[config.mk]
export PLATFORM = sky130hd
export DESIGN_NAME = cpu_mulx_sequencer_flat
export DESIGN_NICKNAME = d
export VERILOG_FILES = /design/src/rtl/cpu_mulx_sequencer_if.sv /design/src/rtl/cpu_mulx_sequencer.sv /design/src/flat_wrapper.sv
export SDC_FILE = /design/constraint.sdc
export NUM_CORES = 1
export LEC_CHECK = 0
export CORE_MARGIN = 2
export CORE_UTILIZATION = 50
export DETAILED_ROUTE_END_ITERATION = 8
export HOLD_SLACK_MARGIN = 0.1
export PLACE_DENSITY = 0.79
export SYNTH_ARGS = -nofsm -noshare
export SYNTH_HDL_FRONTEND = slang
export SYNTH_SLANG_ARGS = --single-unit
[constraint.sdc]
create_clock -name clk -period 7.8 [get_ports clk]
set_input_delay 1.17 -clock clk [delete_from_list [all_inputs] [get_ports clk]]
set_output_delay 1.17 -clock clk [all_outputs]
set_load 0.01 [all_outputs]
[src/rtl/cpu_mulx_sequencer_if.sv]
// Request/result handshake bundle between the CPU extended-multiply path and the
// 32x32 multiply sequencer.
interface cpu_mulx_sequencer_if;
    logic        start;
    logic [31:0] src1;
    logic [31:0] src2;
    logic        sign_a;
    logic        sign_b;
    logic        ready;
    logic        busy;
    logic [63:0] result;
    logic        result_valid;
    logic        result_ack;

    modport master (
        output start, src1, src2, sign_a, sign_b, result_ack,
        input  ready, busy, result, result_valid
    );

    modport slave (
        input  start, src1, src2, sign_a, sign_b, result_ack,
        output ready, busy, result, result_valid
    );
endinterface

[src/rtl/cpu_mulx_sequencer.sv]
// 32x32 -> 64 multiply built from four 16x16 unsigned partial products through one
// shared registered multiplier cell, followed by a two's-complement correction step.
module cpu_mulx_sequencer #(
    parameter int unsigned MUL_LATENCY = 1,
    parameter int unsigned RESULT_W    = 64
) (
    input  logic                 clk,
    input  logic                 reset_n,
    cpu_mulx_sequencer_if.slave  bus
);
    localparam int unsigned OP_W    = 32;
    localparam int unsigned HALF_W  = 16;
    localparam int unsigned PROD_W  = 32;
    localparam int unsigned IDX_W   = 2;
    localparam int unsigned SHIFT_W = 2;
    localparam int unsigned LAST    = MUL_LATENCY - 1;
    localparam logic [MUL_LATENCY-1:0] LAST_ONLY = MUL_LATENCY'(1) << LAST;

    typedef enum logic [2:0] {
        S_IDLE,
        S_ISSUE,
        S_DRAIN,
        S_FIX,
        S_DONE
    } state_t;

    state_t state_q, state_d;

    logic [IDX_W-1:0]    idx_q;
    logic [OP_W-1:0]     a_q, b_q;
    logic                sa_q, sb_q;
    logic [RESULT_W-1:0] acc_q;
    logic [RESULT_W-1:0] result_q;
    logic                ready_q, busy_q, valid_q;

    logic [HALF_W-1:0]   op_a_c, op_b_c;
    logic [SHIFT_W-1:0]  tag_c;
    logic [RESULT_W-1:0] addend_c;
    logic [RESULT_W-1:0] corr_a_c, corr_b_c, acc_fix_c;
    logic                accept_c;
    logic                drain_done_c;

    // Multiplier cell: stage 0 registers the product, later stages only delay it.
    logic [PROD_W-1:0]      prod_q [MUL_LATENCY];
    logic [SHIFT_W-1:0]     tag_q  [MUL_LATENCY];
    logic [MUL_LATENCY-1:0] vld_q;

    assign accept_c     = (state_q == S_IDLE) && bus.start;
    assign drain_done_c = (vld_q == LAST_ONLY);

    // Half-word pair and shift tag (units of 16 bits) for the current issue slot.
    always_comb begin
        op_a_c = a_q[HALF_W-1:0];
        op_b_c = b_q[HALF_W-1:0];
        tag_c  = SHIFT_W'(0);
        case (idx_q)
            2'd1: begin
                op_a_c = a_q[OP_W-1:HALF_W];
                tag_c  = SHIFT_W'(1);
            end
            2'd2: begin
                op_b_c = b_q[OP_W-1:HALF_W];
                tag_c  = SHIFT_W'(1);
            end
            2'd3: begin
                op_a_c = a_q[OP_W-1:HALF_W];
                op_b_c = b_q[OP_W-1:HALF_W];
                tag_c  = SHIFT_W'(2);
            end
            default: ;
        endcase
    end

    always_comb begin
        addend_c = RESULT_W'(prod_q[LAST]);
        case (tag_q[LAST])
            2'd1:    addend_c = RESULT_W'(prod_q[LAST]) << 16;
            2'd2:    addend_c = RESULT_W'(prod_q[LAST]) << 32;
            default: ;
        endcase
    end

    // Unsigned product minus 2^32 * (other operand) for each negative signed operand.
    always_comb begin
        corr_a_c  = (sa_q && a_q[OP_W-1]) ? RESULT_W'({b_q, OP_W'(0)}) : RESULT_W'(0);
        corr_b_c  = (sb_q && b_q[OP_W-1]) ? RESULT_W'({a_q, OP_W'(0)}) : RESULT_W'(0);
        acc_fix_c = acc_q - corr_a_c - corr_b_c;
    end

    always_comb begin
        state_d = state_q;
        case (state_q)
            S_IDLE:  if (bus.start)       state_d = S_ISSUE;
            S_ISSUE: if (idx_q == 2'd3)   state_d = S_DRAIN;
            S_DRAIN: if (drain_done_c)    state_d = S_FIX;
            S_FIX:                        state_d = S_DONE;
            S_DONE:  if (bus.result_ack)  state_d = S_IDLE;
            default:                      state_d = S_IDLE;
        endcase
    end

    always_ff @(posedge clk or negedge reset_n) begin
        if (!reset_n) state_q <= S_IDLE;
        else          state_q <= state_d;
    end

    always_ff @(posedge clk or negedge reset_n) begin
        if (!reset_n) begin
            vld_q <= '0;
            for (int i = 0; i < MUL_LATENCY; i++) begin
                prod_q[i] <= '0;
                tag_q[i]  <= '0;
            end
        end else begin
            vld_q[0]  <= (state_q == S_ISSUE);
            prod_q[0] <= PROD_W'(op_a_c) * PROD_W'(op_b_c);
            tag_q[0]  <= tag_c;
            for (int i = 1; i < MUL_LATENCY; i++) begin
                vld_q[i]  <= vld_q[i-1];
                prod_q[i] <= prod_q[i-1];
                tag_q[i]  <= tag_q[i-1];
            end
        end
    end

    always_ff @(posedge clk or negedge reset_n) begin
        if (!reset_n) begin
            idx_q    <= '0;
            a_q      <= '0;
            b_q      <= '0;
            sa_q     <= 1'b0;
            sb_q     <= 1'b0;
            acc_q    <= '0;
            result_q <= '0;
            ready_q  <= 1'b1;
            busy_q   <= 1'b0;
            valid_q  <= 1'b0;
        end else begin
            if (accept_c) begin
                a_q   <= bus.src1;
                b_q   <= bus.src2;
                sa_q  <= bus.sign_a;
                sb_q  <= bus.sign_b;
                idx_q <= '0;
                acc_q <= '0;
            end else if (vld_q[LAST]) begin
                acc_q <= acc_q + addend_c;
            end
            if (state_q == S_ISSUE) idx_q    <= idx_q + IDX_W'(1);
            if (state_q == S_FIX)   result_q <= acc_fix_c;
            ready_q <= (state_d == S_IDLE);
            busy_q  <= (state_d != S_IDLE);
            valid_q <= (state_d == S_DONE);
        end
    end

    assign bus.ready        = ready_q;
    assign bus.busy         = busy_q;
    assign bus.result       = 64'(result_q);
    assign bus.result_valid = valid_q;
endmodule

[src/flat_wrapper.sv]
// flat-port wrapper written by rule: the top's interface ports become plain ports
module cpu_mulx_sequencer_flat 
#(
    parameter int unsigned MUL_LATENCY = 1,
    parameter int unsigned RESULT_W    = 64
)
  (clk, reset_n, bus_start, bus_src1, bus_src2, bus_sign_a, bus_sign_b, bus_result_ack, bus_ready, bus_busy, bus_result, bus_result_valid);
  cpu_mulx_sequencer_if bus_i ();
  input  logic clk;
  input  logic reset_n;
  input wire logic [$bits(bus_i.start)-1:0] bus_start;
  input wire logic [$bits(bus_i.src1)-1:0] bus_src1;
  input wire logic [$bits(bus_i.src2)-1:0] bus_src2;
  input wire logic [$bits(bus_i.sign_a)-1:0] bus_sign_a;
  input wire logic [$bits(bus_i.sign_b)-1:0] bus_sign_b;
  input wire logic [$bits(bus_i.result_ack)-1:0] bus_result_ack;
  output wire logic [$bits(bus_i.ready)-1:0] bus_ready;
  output wire logic [$bits(bus_i.busy)-1:0] bus_busy;
  output wire logic [$bits(bus_i.result)-1:0] bus_result;
  output wire logic [$bits(bus_i.result_valid)-1:0] bus_result_valid;
  assign bus_i.start = bus_start;
  assign bus_i.src1 = bus_src1;
  assign bus_i.src2 = bus_src2;
  assign bus_i.sign_a = bus_sign_a;
  assign bus_i.sign_b = bus_sign_b;
  assign bus_i.result_ack = bus_result_ack;
  assign bus_ready = bus_i.ready;
  assign bus_busy = bus_i.busy;
  assign bus_result = bus_i.result;
  assign bus_result_valid = bus_i.result_valid;
  cpu_mulx_sequencer #(.MUL_LATENCY(MUL_LATENCY), .RESULT_W(RESULT_W)) u_core (.clk(clk), .reset_n(reset_n), .bus(bus_i));
endmodule
# Word-level counts from Yosys, hierarchy flattened
# Cells that the tools add are included.
op_classes:
  addsub: 4
  n_reduce_logical: 11
  n_mul: 1
  eq_ne: 10
  n_mux: 15
  order_cmp: 0
  div: 0
  n_shift: 0
  bitwise_logic: 0
ops:
  columns: ["op", "n"]
  rows:
  - ["64-bit 2-to-1 mux", 4]
  - ["64-bit case mux with 2 select lines", 1]
  - ["64-bit subtractor", 2]
  - ["64-bit adder", 1]
  - ["16-bit by 16-bit multiplier with 32-bit output", 1]
  - ["16-bit 2-to-1 mux", 2]
  - ["3-bit case mux with 5 select lines", 1]
  - ["3-bit 2-to-1 mux", 4]
  - ["2-bit equality test (second input constant)", 3]
  - ["3-bit by 2-bit equality test with 1-bit output (second input constant)", 2]
  - ["3-bit equality test (second input constant)", 2]
  - ["3-bit logical NOT", 2]
  - ["2-bit OR reduction", 3]
  - ["2-bit by 1-bit equality test with 1-bit output (second input constant)", 2]
  - ["2-bit 2-to-1 mux", 2]
  - ["2-bit case mux with 2 select lines", 1]
  - ["2-bit nonzero test", 2]
  - ["3-bit by 1-bit equality test with 1-bit output (second input constant)", 1]
  - ["1-bit logical AND", 3]
  - ["3-bit nonzero test", 1]
  - ["2-bit by 1-bit adder with 2-bit output (second input constant)", 1]
word_totals:
  latchBits: 0
  romBits: 0
  mem_count: 0
  reg_bits: 237
  ram_bits: 0

# Logic depth before layout (Yosys ltp)
depth:
  depth_word: 5
  depth_mapped: 31

# Worst setup path before layout
# No wires, ideal clock.
synth_timing:
  path_kind: "register -> register"
  start: "register u_core.idx_q[0]"
  end: "register u_core.prod_q[29] (netlist bit)"
  path_slack_ns: 0.208
  path_stages_with_launch: 29
  arrival_ns: 7.467
  required_time_ns: 7.674
  path_buffers: 2
  cell_sequence: "dfrtp_1 -> inv_1 -> ha_1 -> nor2_1 -> clkbuf_1 -> buf_1 -> mux2i_1 -> nor2_1 -> fa_1 -> inv_1 -> fa_1 -> inv_1 -> fa_1 -> fa_1 -> fa_1 -> inv_1 -> fa_1 -> inv_1 -> ha_1 -> and4_1 -> nand4_1 -> a211oi_1 -> o21ai_0 -> nand3_1 -> and3_1 -> o21ai_0 -> a21oi_1 -> mux2i_1 -> nand2_1"
synth_via:
  elab_chain_cells: 4
synth_rtl:
  columns: ["item", "line", "text"]
  rows:
  - ["start, declared", "cpu_mulx_sequencer.sv:29", "logic [IDX_W-1:0] idx_q;"]
  - ["start signal, assigned", "cpu_mulx_sequencer.sv:149", "if (state_q == S_ISSUE) idx_q <= idx_q + IDX_W'(1);"]
  - ["2-bit by 1-bit equality test with 1-bit output / 2-bit equality test (equally long branches)", "cpu_mulx_sequencer.sv:56", "case (idx_q)"]
  - ["2-bit OR reduction (no line)", null, null]
  - ["16-bit 2-to-1 mux", "cpu_mulx_sequencer.sv:56", null]
  - ["16-bit by 16-bit multiplier with 32-bit output (*)", "cpu_mulx_sequencer.sv:116", "prod_q[0] <= PROD_W'(op_a_c) * PROD_W'(op_b_c);"]
  - ["end signal, assigned by index", "cpu_mulx_sequencer.sv:120", "prod_q[i] <= prod_q[i-1];"]
  - ["end, declared", "cpu_mulx_sequencer.sv:44", "logic [PROD_W-1:0] prod_q [MUL_LATENCY];"]
# Mark *: on every way between the ends. The rest lies on a longest branch, timed or not.
# A chain may end at the register's enable or synchronous reset.

# Worst setup path after layout
# Ends and elaborated chain as after synthesis.

==> impl.org <==
** Setup path
- The endpoint identified for the worst register-to-register timing path is u_core.prod_q[29]$_DFF_PN0_.
- The critical path is of the flop to flop type.
- Following the worst setup path forward leads to its endpoint at u_core.prod_q[29]$_DFF_PN0_.
- The worst setup path is launched from a flop.
- Maximum fanout along the worst path :: 28
- RR Startpoint :: u_core.idx_q[0]$_DFFE_PN0P_
- Critical path launch point :: u_core.idx_q[0]$_DFFE_PN0P_
- Nature of the critical path endpoint :: flop
- The worst register-to-register path has a setup slack of 0.45 ns.
- CP required :: 8.24 ns
- Slowest stage cell, crit path :: sky130_fd_sc_hd__fa_1
- Largest stage delay on the critical path :: 0.55 ns
- Top cell by count, worst path :: sky130_fd_sc_hd__fa_1
- For the worst setup path, the data arrival time is 7.79 ns.
- Depth of the most critical reg-to-reg path :: 28

** CTS
- The clock drives 237 sinks.
- Clock-pin slew was measured on the worst setup and hold paths at 0.06 ns.
- Clock tree from TritonCTS :: built
- Post-CTS timing repair inserted 0 buffers for setup.
- CTS built an H-tree with a depth of 1.
- Clock tree synthesis selected as its root buffer the cell sky130_fd_sc_hd__clkbuf_16.
- TritonCTS Buffers :: 28
- Counting along the longest clock path gives a buffer depth of 3.
- Skew-Pair Late Insertion Delay :: 0.57 ns

** Yosys
- EDFF count, synth :: 0
- Of the post-synthesis cell area, the dominant cell type holds 0.252.
- Cells after Synth :: 2614
- Synthesis produced a netlist with a net count of 3115.
- The mapped netlist covers 23400 um^2.
- Counting flops with an async set or reset pin after synthesis yields a share of 1.00.
- Synth area leader :: sky130_fd_sc_hd__dfrtp_1
- Leading post-synthesis cells by cell area :: sky130_fd_sc_hd__dfrtp_1 (25%), sky130_fd_sc_hd__fa_1 (19%), sky130_fd_sc_hd__ha_1 (11%)
- Among all flip-flop cells after synthesis, the most frequent one is sky130_fd_sc_hd__dfrtp_1.
- The number of different library cells used by synthesis comes to 66.
- Each instance of the synthesized netlist takes up on average 8.96 um^2.
- Sequential cell area fraction in the yosys report :: 0.253
- The synthesized design contains 237 register bits.
- Synth warnings :: 0

** GRT
- Total gr overflow :: 0
- The number of antenna violations at the first check in global routing is 1.
- The number of global-route vias before repair came to 19800.
- Entering global routing, the biggest net connects 135 pins.
- Wire length of the first global-routing pass :: 114000 um
- Total global routing track utilization :: 0.310

** Finish
- The number of antenna diodes in the final layout is 0.
- Fill cell total of the finished layout :: 4035
- Area of combinational cells with multiple inputs :: 16200 um^2
- In the final layout, flip-flops and latches occupy 5930 um^2.
- For this run, the post-layout net count is 3210.
- Post-synthesis to final-layout area growth :: 12.9%
- The library cell used most frequently in the layout, excluding fill and tap cells, is sky130_fd_sc_hd__nand2_1.
- In the final layout, the share of cells above drive strength 1 is 0.0633.
- In the layout the commonest cells are sky130_fd_sc_hd__nand2_1 (500), sky130_fd_sc_hd__inv_1 (259), sky130_fd_sc_hd__dfrtp_1 (235), sky130_fd_sc_hd__nor2_1 (230), sky130_fd_sc_hd__fa_1 (226).

** Die
- The total area inside the core boundary comes to 46400 um^2.
- Die boundary width :: 220 um
- Die Area :: 48600 um^2
- Count of boundary I/O pins :: 137
- The floorplan step set the die height to 220 um.
- Initial core utilization :: 0.505
- Standard-cell row count :: 79

** Route
- Before antenna repair, the detailed router went through 5 iterations.
- Using the TritonRoute via totals, the vias-per-cell ratio works out to 5.82.
- Mean routed wirelength per cell :: 22.1 um
- Summing over every cut layer, the via total after detailed routing is 19400.
- Wire length reported by the detailed router :: 73700 um
- Residual DRC :: 0
- Violation count after the first detailed-routing iteration :: 1500
- Antenna Nets Post-Route :: 0

** Worst hold path
- Counting instances, the worst hold path has a depth of 2.
- The min-delay analysis places its worst path in the category flop to flop.

** STA
- Relative slew margins :: 0.267
- Unrepaired setup endpoints after global routing :: false
- Summed over all failing endpoints, the final setup total negative slack is 0 ns.
- Worst Skew :: 0.0253 ns
- Time the final worst path needs with I/O delays and setup :: 7.35 ns
- Number of max-slew violations in the final report :: 0
- Final period utilization :: 0.943
- Final setup fails :: 0
- Hold violation total from the final report :: 0
- For the pin with the worst max-slew slack, the measured transition is 1.09 ns.
- Static timing analysis puts the maximum clock frequency at 136 MHz.

** Job
- Max cap viols :: 0

** Placed design
- Detailed placement finished with a half-perimeter wire length of 58900 um.
- At the end of routability-driven placement, the weighted congestion stood at 1.01.
- Number of I/O port buffers :: 136

** Outcome
- Run status :: finished clean
through the flow:
stage | area [um^2] | cells | util | hold slack, ns | setup WS, ns
after floorplan | 23400 | 2614 | - | 0.462 | 0.208
after global placement | 25400 | 3286 | 0.549 | 0.465 | 0.694
after detailed placement | 25400 | 3286 | 0.549 | 0.470 | 0.468
after CTS | 26400 | 3338 | 0.570 | 0.483 | 0.417
after global routing | 26400 | 3338 | 0.570 | 0.504 | 0.0227
final | 26400 | 3338 | 0.570 | 0.481 | 0.448
registers in the layout (all words and copies together), names as in the netlist, 2 cells and up:
signal	flops
u_core.a_q	32
u_core.acc_q	64
u_core.b_q	32
u_core.bus.result	64
u_core.idx_q	2
u_core.prod_q	32
u_core.state_q	3
u_core.tag_q	2
routing by layer:
metal | routed length [um] | GRT usage | vias up
met2 | 34000 | 0.499 | 804
li1 | - | - | 8829
met3 | 6080 | 0.0544 | 158
met5 | 16 | 0 | -
met1 | 30300 | 0.415 | 9621
met4 | 3340 | 0.130 | 2
worst min path at each step:
stage / start / endpoint
2_1_floorplan: u_core.b_q[9]$_DFFE_PN0P_ / u_core.b_q[9]$_DFFE_PN0P_
3_3_place_gp: u_core.bus.result[37]$_DFFE_PN0N_ / u_core.bus.result[37]$_DFFE_PN0N_
3_5_place_dp: u_core.bus.result[37]$_DFFE_PN0N_ / u_core.bus.result[37]$_DFFE_PN0N_
4_1_cts: u_core.bus.result[37]$_DFFE_PN0N_ / u_core.bus.result[37]$_DFFE_PN0N_
5_1_grt: u_core.bus.result[42]$_DFFE_PN0N_ / u_core.bus.result[42]$_DFFE_PN0N_
6_report: u_core.bus.result[0]$_DFFE_PN0N_ / u_core.bus.result[0]$_DFFE_PN0N_
worst max-delay path: cells and delay by family, from the launching register on:
kind | cells | cell delay, ns
compound gates | 4 | 0.89
fa+ha+maj | 8 | 3.55
buf+inv | 7 | 0.83
flops | 1 | 0.44
mux | 2 | 0.47
simple gates | 7 | 1.02
final cells by class:
type	count	area share
clock buffer	37	0.0297
clock inverter	15	0.00696
inverter	259	0.0368
multi-input combinational	2015	0.612
sequential	237	0.224
tap	607	0.0287
timing repair buffer	168	0.0619
what timing repair did:
action,4_1_cts,5_1_grt
hold endpoints to repair,0,0
setup endpoints to repair,0,2
gates resized for setup,0,7
hold buffers,0,0
cell families (layout without fill, tap and decap cells):
group | after synthesis | in the layout | synth area share
buffers and inverters | 362 | 479 | 0.0581
AOI/OAI and AO/OA | 430 | 430 | 0.120
DFF | 237 | 237 | 0.253
and+or+nand+nor | 909 | 909 | 0.164
muxes | 137 | 137 | 0.0618
xor gates and xnor gates | 108 | 108 | 0.0404
adders and majority gates | 431 | 431 | 0.303
Yosys cell counts, types with 20 or more instances:
library cell,instances
sky130_fd_sc_hd__dfrtp_1,236
sky130_fd_sc_hd__a21oi_1,122
sky130_fd_sc_hd__xnor2_1,68
sky130_fd_sc_hd__nand3_1,20
sky130_fd_sc_hd__clkbuf_1,94
sky130_fd_sc_hd__fa_1,226
sky130_fd_sc_hd__nor2_1,232
sky130_fd_sc_hd__mux2i_1,76
sky130_fd_sc_hd__xor2_1,40
sky130_fd_sc_hd__nand2b_1,25
sky130_fd_sc_hd__a21o_1,58
sky130_fd_sc_hd__nand4_1,23
sky130_fd_sc_hd__a22o_1,31
sky130_fd_sc_hd__o21ai_0,86
sky130_fd_sc_hd__inv_1,259
sky130_fd_sc_hd__nand2_1,500
sky130_fd_sc_hd__and2_1,38
sky130_fd_sc_hd__mux2_2,61
sky130_fd_sc_hd__ha_1,205
sky130_fd_sc_hd__o21bai_1,20
Power is left out: the tool's default activity adds up to more than one toggle a clock period on the data nets, which glitch-free logic cannot reach.
